<file path="src/rtl/alu_pkg.sv">
// rtl/alu_pkg.sv - opcodes, FSM state encoding and flag bit positions shared by the ALU pipe
package alu_pkg;

   localparam logic [3:0] OP_ADD_BA = 4'd0;
   localparam logic [3:0] OP_SUB_BA = 4'd1;
   localparam logic [3:0] OP_GT     = 4'd2;
   localparam logic [3:0] OP_AND_BA = 4'd3;
   localparam logic [3:0] OP_OR_BA  = 4'd4;
   localparam logic [3:0] OP_XOR_BA = 4'd5;
   localparam logic [3:0] OP_AND_AB = 4'd6;
   localparam logic [3:0] OP_OR_AB  = 4'd7;
   localparam logic [3:0] OP_XOR_AB = 4'd8;
   localparam logic [3:0] OP_ADD_AB = 4'd9;
   localparam logic [3:0] OP_SUB_AB = 4'd10;
   localparam logic [3:0] OP_SHL    = 4'd11;
   localparam logic [3:0] OP_SHR    = 4'd12;
   localparam logic [3:0] OP_SAR    = 4'd13;
   localparam logic [3:0] OP_MUL    = 4'd14;
   localparam logic [3:0] OP_ZERO   = 4'd15;

   localparam logic [1:0] ST_IDLE = 2'd0;
   localparam logic [1:0] ST_MUL  = 2'd1;
   localparam logic [1:0] ST_DONE = 2'd2;

   localparam int NFLAGS   = 3;
   localparam int FLAG_NEG  = 0;
   localparam int FLAG_ZERO = 1;
   localparam int FLAG_OVF  = 2;
   // a cleared result reads as zero, so the zero flag is set out of reset
   localparam logic [NFLAGS-1:0] FLAGS_RESET = 3'b010;

endpackage

</file>
<file path="src/rtl/alu_mul_seq.sv">
// rtl/alu_mul_seq.sv - iterative shift-add multiplier, one partial product per cycle
module alu_mul_seq #(
   parameter int WIDTH = 16
) (
   input  logic               clk,
   input  logic               rst,
   input  logic               start,
   input  logic [WIDTH-1:0]   a,
   input  logic [WIDTH-1:0]   b,
   output logic               done,
   output logic [2*WIDTH-1:0] product
);

   localparam int CW = $clog2(WIDTH);

   logic               busy;
   logic [CW-1:0]      cnt;
   logic [2*WIDTH-1:0] acc;
   logic [2*WIDTH-1:0] mcand;
   logic [WIDTH-1:0]   mplier;

   // product includes the step taken this cycle, so the final step and the
   // caller's result capture share the same edge
   assign product = acc + (mplier[0] ? mcand : '0);
   assign done    = busy && (cnt == CW'(WIDTH - 1));

   always_ff @(posedge clk) begin
      if (rst) begin
         busy   <= 1'b0;
         cnt    <= '0;
         acc    <= '0;
         mcand  <= '0;
         mplier <= '0;
      end else if (start) begin
         busy   <= 1'b1;
         cnt    <= '0;
         acc    <= '0;
         mcand  <= {{WIDTH{1'b0}}, a};
         mplier <= b;
      end else if (busy) begin
         acc    <= product;
         mcand  <= mcand << 1;
         mplier <= mplier >> 1;
         cnt    <= cnt + 1'b1;
         if (done) busy <= 1'b0;
      end
   end

endmodule

</file>
<file path="src/rtl/alu_pipe.sv">
// rtl/alu_pipe.sv - handshaked ALU: single-cycle ops plus an iterative multiply, registered result and flags
module alu_pipe
   import alu_pkg::*;
#(
   parameter int WIDTH = 16,
   parameter int SHW   = $clog2(WIDTH)
) (
   input  logic             clk,
   input  logic             rst,
   input  logic             in_valid,
   output logic             in_ready,
   input  logic [3:0]       codop,
   input  logic [WIDTH-1:0] a,
   input  logic [WIDTH-1:0] b,
   output logic [WIDTH-1:0] out,
   output logic             out_valid,
   input  logic             out_ready,
   output logic             neg,
   output logic             zero,
   output logic             overflow
);

   logic [1:0]         state;
   logic [WIDTH-1:0]   out_r;
   logic [NFLAGS-1:0]  flags_r;
   logic               accept;
   logic               mul_done;
   logic [2*WIDTH-1:0] mul_prod;
   logic [WIDTH-1:0]   alu_res;
   logic               alu_ovf;
   logic [WIDTH:0]     sum;
   logic [SHW-1:0]     shamt;
   logic [WIDTH-1:0]   nxt_res;
   logic               nxt_ovf;
   logic [NFLAGS-1:0]  nxt_flags;

   assign in_ready  = (state == ST_IDLE) || ((state == ST_DONE) && out_ready);
   assign out_valid = (state == ST_DONE);
   assign accept    = in_valid && in_ready;
   assign shamt     = b[SHW-1:0];
   assign sum       = {1'b0, a} + {1'b0, b};

   alu_mul_seq #(.WIDTH(WIDTH)) u_mul (
      .clk     (clk),
      .rst     (rst),
      .start   (accept && (codop == OP_MUL)),
      .a       (a),
      .b       (b),
      .done    (mul_done),
      .product (mul_prod)
   );

   always_comb begin
      alu_res = '0;
      alu_ovf = 1'b0;
      case (codop)
         OP_ADD_BA, OP_ADD_AB: begin alu_res = sum[WIDTH-1:0]; alu_ovf = sum[WIDTH]; end
         OP_SUB_BA: begin alu_res = b - a; alu_ovf = (a > b); end
         OP_SUB_AB: begin alu_res = a - b; alu_ovf = (a < b); end
         OP_GT:     alu_res = (a > b) ? WIDTH'(1) : '0;
         OP_AND_BA, OP_AND_AB: alu_res = a & b;
         OP_OR_BA,  OP_OR_AB:  alu_res = a | b;
         OP_XOR_BA, OP_XOR_AB: alu_res = a ^ b;
         OP_SHL:    alu_res = a << shamt;
         OP_SHR:    alu_res = a >> shamt;
         OP_SAR:    alu_res = $signed(a) >>> shamt;
         default:   alu_res = '0;
      endcase
   end

   // in MUL the only writer of the result is the multiplier; otherwise the single-cycle path
   always_comb begin
      nxt_res   = (state == ST_MUL) ? mul_prod[WIDTH-1:0] : alu_res;
      nxt_ovf   = (state == ST_MUL) ? (|mul_prod[2*WIDTH-1:WIDTH]) : alu_ovf;
      nxt_flags = '0;
      nxt_flags[FLAG_NEG]  = nxt_res[WIDTH-1];
      nxt_flags[FLAG_ZERO] = (nxt_res == '0);
      nxt_flags[FLAG_OVF]  = nxt_ovf;
   end

   always_ff @(posedge clk) begin
      if (rst) begin
         state   <= ST_IDLE;
         out_r   <= '0;
         flags_r <= FLAGS_RESET;
      end else if (accept) begin
         if (codop == OP_MUL) begin
            state <= ST_MUL;
         end else begin
            state   <= ST_DONE;
            out_r   <= nxt_res;
            flags_r <= nxt_flags;
         end
      end else if ((state == ST_MUL) && mul_done) begin
         state   <= ST_DONE;
         out_r   <= nxt_res;
         flags_r <= nxt_flags;
      end else if ((state == ST_DONE) && out_ready) begin
         state <= ST_IDLE;
      end
   end

   assign out      = out_r;
   assign neg      = flags_r[FLAG_NEG];
   assign zero     = flags_r[FLAG_ZERO];
   assign overflow = flags_r[FLAG_OVF];

endmodule

</file>
<file path="config.mk">
export PLATFORM = sky130hd
export DESIGN_NAME = alu_pipe
export DESIGN_NICKNAME = d
export VERILOG_FILES = /design/src/rtl/alu_pkg.sv /design/src/rtl/alu_mul_seq.sv /design/src/rtl/alu_pipe.sv
export SDC_FILE = /design/constraint.sdc
export NUM_CORES = 1
export LEC_CHECK = 0
export CAP_MARGIN = 40
export CORE_MARGIN = 3
export CORE_UTILIZATION = 56
export CTS_CLUSTER_DIAMETER = 150
export DETAILED_ROUTE_END_ITERATION = 10
export PLACE_DENSITY = 0.87
export SKIP_CTS_REPAIR_TIMING = 1
export SYNTH_ARGS = -nofsm -noshare
export SYNTH_HDL_FRONTEND = slang
export SYNTH_SLANG_ARGS = --single-unit
</file>
<file path="constraint.sdc">
create_clock -name clk -period 5.68 [get_ports clk]
set_clock_uncertainty 0.1 [all_clocks]
set_input_delay 1.704 -clock clk [delete_from_list [all_inputs] [get_ports clk]]
set_output_delay 1.704 -clock clk [all_outputs]
set_load 0.05 [all_outputs]
</file>
==> metrics.csv <==
metric,value,unit
worst path bufs/invs,3,
Final Critical Period,5.33,ns
R2R setup slack,1.65,ns
outcome,completed,
sw frac,38.1,%
pre-CTS setup slack,0.0856,ns
Die ar.,0.0218,mm2
vias in the first global route,11400,
ys flop type,dfxtp_1,
Top Family by Delay on Critical Path,compound AO/OA/AOI/OAI gates,
Setup TNS,0,ns
RePlAce Congestion,1.10,
Internal,0.00137,W
Syn Area/Cell,7.78,um2
Synth Warn #,0,
fmax,188,MHz
worst-skew pair later-pin latency,0.37,ns
CTS H-tree lvls,3,
Tcrit/Tclk final,93.9,%
LEAKAGE,5.16,nW
post-route cell area,0.0127,mm2
DP HPWL,32800,um
Layout area overhead,12.9,%
# IOs,61,
Setup crit start kind,input port,
Gate power share,35.8,%
Initial Util,57.5,%
Clock Sinks,105,
kind of critical path,input port to flop,
Tot Pwr,0.00221,W
placed inst area,0.0124,mm2
number of routed nets with antenna violations,0,
Post-Syn Nets,1589,
fraction of layout cells with a size suffix above 1,10.1,%
#FFs+latches synth,105,
fin nets,1642,
Pins Over Slew Limit,0,
clock slew at reported path FFs,0.08,ns
DR WL/cell,23.7,um
GRT Util Overall,37.7,%
final WL,41900,um
sequential share of the synthesized area,18.7,%
"critical path, cell by cell",clkdlybuf4s50_1 -> inv_1 -> ha_1 -> inv_1 -> fa_1 -> nor3b_1 -> nor3_1 -> o21ai_1 -> o22ai_1 -> o221ai_1 -> a211oi_1 -> nand4_1 -> nor4_2 -> nand4_1 -> o31ai_2,
first-pass GRT wire length,65200,um
die height,148,um
Final setup viols,0,
WP data arrival,5.51,ns
PortBufs,60,
Min Hold Slack,0.360,ns
vias per cell,6.76,
P_sw,0.000841,W
Relative slew margins,40.8,%
RSZ-0062 raised after global routing,false,
largest net degree at the start of global routing,65,
"IR drop worst, VDD",0.119,mV
Fin. Hold Viols,0,
core region area,0.0196,mm2
Iter 0 DRT Violations,1396,
largest fanout on the critical path,5,
Async SR Flop Fraction,0,%
slowest CP cell,clkdlybuf4s50_1,
final setup margin,0.348,ns
Cell Rows,51,
Synth cell types,88,
TritonCTS buffer count,9,
Crit path largest cell delay,0.51,ns
max cap viols,0,
HP Class,flop to flop,
CP required,5.86,ns
Mapped Cells,1446,
filler cell count,1746,
CTS tree,done,
Vias,12000,
"EDFF count, synth",0,
Die Wd,148,um
clock power share,29.4,%
drt first pass iters,6,
initial antenna violation count,1,
Post-Syn Area,0.0113,mm2
Critical Path Sink Type,flop,
CTS max path bufs,2,
Tightest Pin Transition,0.876,ns
n_diodes,0,
Power per Cell Area,174,mW/mm2
aggregate global routing overflow,0,
drt drc,0,
Root Driver,clkbuf_16,
Sequential Power Share,34.8,%
## sequential cells by signal, summed over array words and instances, names as in the netlist
name          count
u_mul.acc        32
u_mul.mcand      32
u_mul.mplier     16
out              15
u_mul.cnt         4
flags_r           3
state             2
u_mul.busy        1
## cells in the final DEF (no fill, tap or decap), drive strengths merged, types with 12 or more instances in the layout
cell type,netlist,final
nor2,179,179
dfxtp,105,105
ha,99,99
a21oi,97,97
mux2i,86,86
nand2,86,86
buf,33,85
inv,61,64
o21ai,60,60
clkdlybuf4s50,0,58
a211oi,57,57
nor3,39,39
nand3,37,37
and2,37,37
nor2b,30,30
xnor2,29,29
a21o,23,23
a31oi,18,18
mux4,18,18
nand4,17,17
o211ai,17,17
nor4,16,16
and3,13,13
or2,12,12
a32oi,12,12
## cell usage after synthesis, types with 10 or more instances
master | count | area (um2)
nor2_1 | 179 | 672
dfxtp_1 | 105 | 2100
ha_1 | 99 | 1240
a21oi_1 | 97 | 485
mux2i_1 | 86 | 861
nand2_1 | 86 | 323
clkbuf_1 | 68 | 255
inv_1 | 61 | 229
a211oi_1 | 56 | 420
o21ai_0 | 56 | 280
nor3_1 | 38 | 190
nand3_1 | 37 | 185
and2_1 | 36 | 225
nor2b_1 | 29 | 181
xnor2_1 | 29 | 254
a21o_1 | 23 | 173
buf_2 | 18 | 90.1
a31oi_1 | 17 | 106
nand4_1 | 17 | 106
o211ai_1 | 17 | 128
nor4_1 | 14 | 87.6
a32oi_1 | 12 | 105
and3_1 | 12 | 75.1
or2_2 | 12 | 75.1
mux4_2 | 11 | 248
o21bai_1 | 11 | 82.6
o22ai_1 | 11 | 68.8
xor2_1 | 11 | 96.3
o31ai_1 | 10 | 75.1
or3_1 | 10 | 62.6
## power groups by stage
stage	Clock [W]	Sequential [W]	Combinational, W
finish	0.000649	0.000768	0.000791
floorplan	0	0.000826	0.000434
global route	0.000683	0.000771	0.000836
detailed placement	0	0.000785	0.000762
CTS	0.000656	0.000768	0.000765
global placement	0	0.000784	0.000763
## worst reg2reg max path: stages, from the launching register on
cell	delay, ns
dfxtp_1	0.32
buf_4	0.29
and2_1	0.18
ha_1	0.20
inv_1	0.07
fa_1	0.44
nor2b_1	0.17
o31a_1	0.24
o221a_2	0.27
a31oi_4	0.13
o21ai_2	0.25
xnor2_1	0.19
nand2_1	0.08
or4_1	0.49
nor4_1	0.33
a31oi_1	0.13
## routing by layer
layer / wire length, um / GRT usage, % / share of wire (%)
met2: 18000 / 58.2 / 43
met1: 17400 / 50.5 / 41
met4: 2300 / 17.0 / 5.5
met3: 4230 / 8.43 / 10
met5: 13 / 0 / 0.031
## worst paths after layout
path,from,end,depth (start not counted)
hold reg to reg,out[1],out[1],2
setup reg to reg,u_mul.mplier[0],flags_r[2],15
setup / recovery,a[0],flags_r[1],15
hold / removal,out[1],out[1],2
## area by class of cell
cell class / instances / area (um2) / share of cell area (%)
inverter: 61 / 229 / 1.80
tap: 265 / 332 / 2.61
clock inverter: 7 / 85.1 / 0.670
clock buffer: 9 / 225 / 1.77
sequential: 105 / 2110 / 16.6
timing repair buffer: 143 / 1260 / 9.89
multi-input combinational: 1179 / 8470 / 66.7
## cells by family (layout without fill, tap and decap cells)
logic type	Yosys count	in the layout	share of synthesized area (%)
flip-flops	105	105	18.7
AND/OR/NAND/NOR	515	515	22.8
adder cells (fa/ha/maj)	103	103	11.7
XOR/XNOR	40	40	3.11
AO/OA/AOI/OAI	410	410	25.3
multiplexers	111	111	12.3
buffers and inverters	162	220	6.16
## per-stage QoR
stage | std cells | utilization (%)
after floorplan | 1446 | -
after global placement | 1751 | 63.1
after detailed placement | 1753 | 63.2
after CTS | 1769 | 64.8
after global routing | 1769 | 64.8
final | 1769 | 64.8
(Power assumes the default switching activity.)
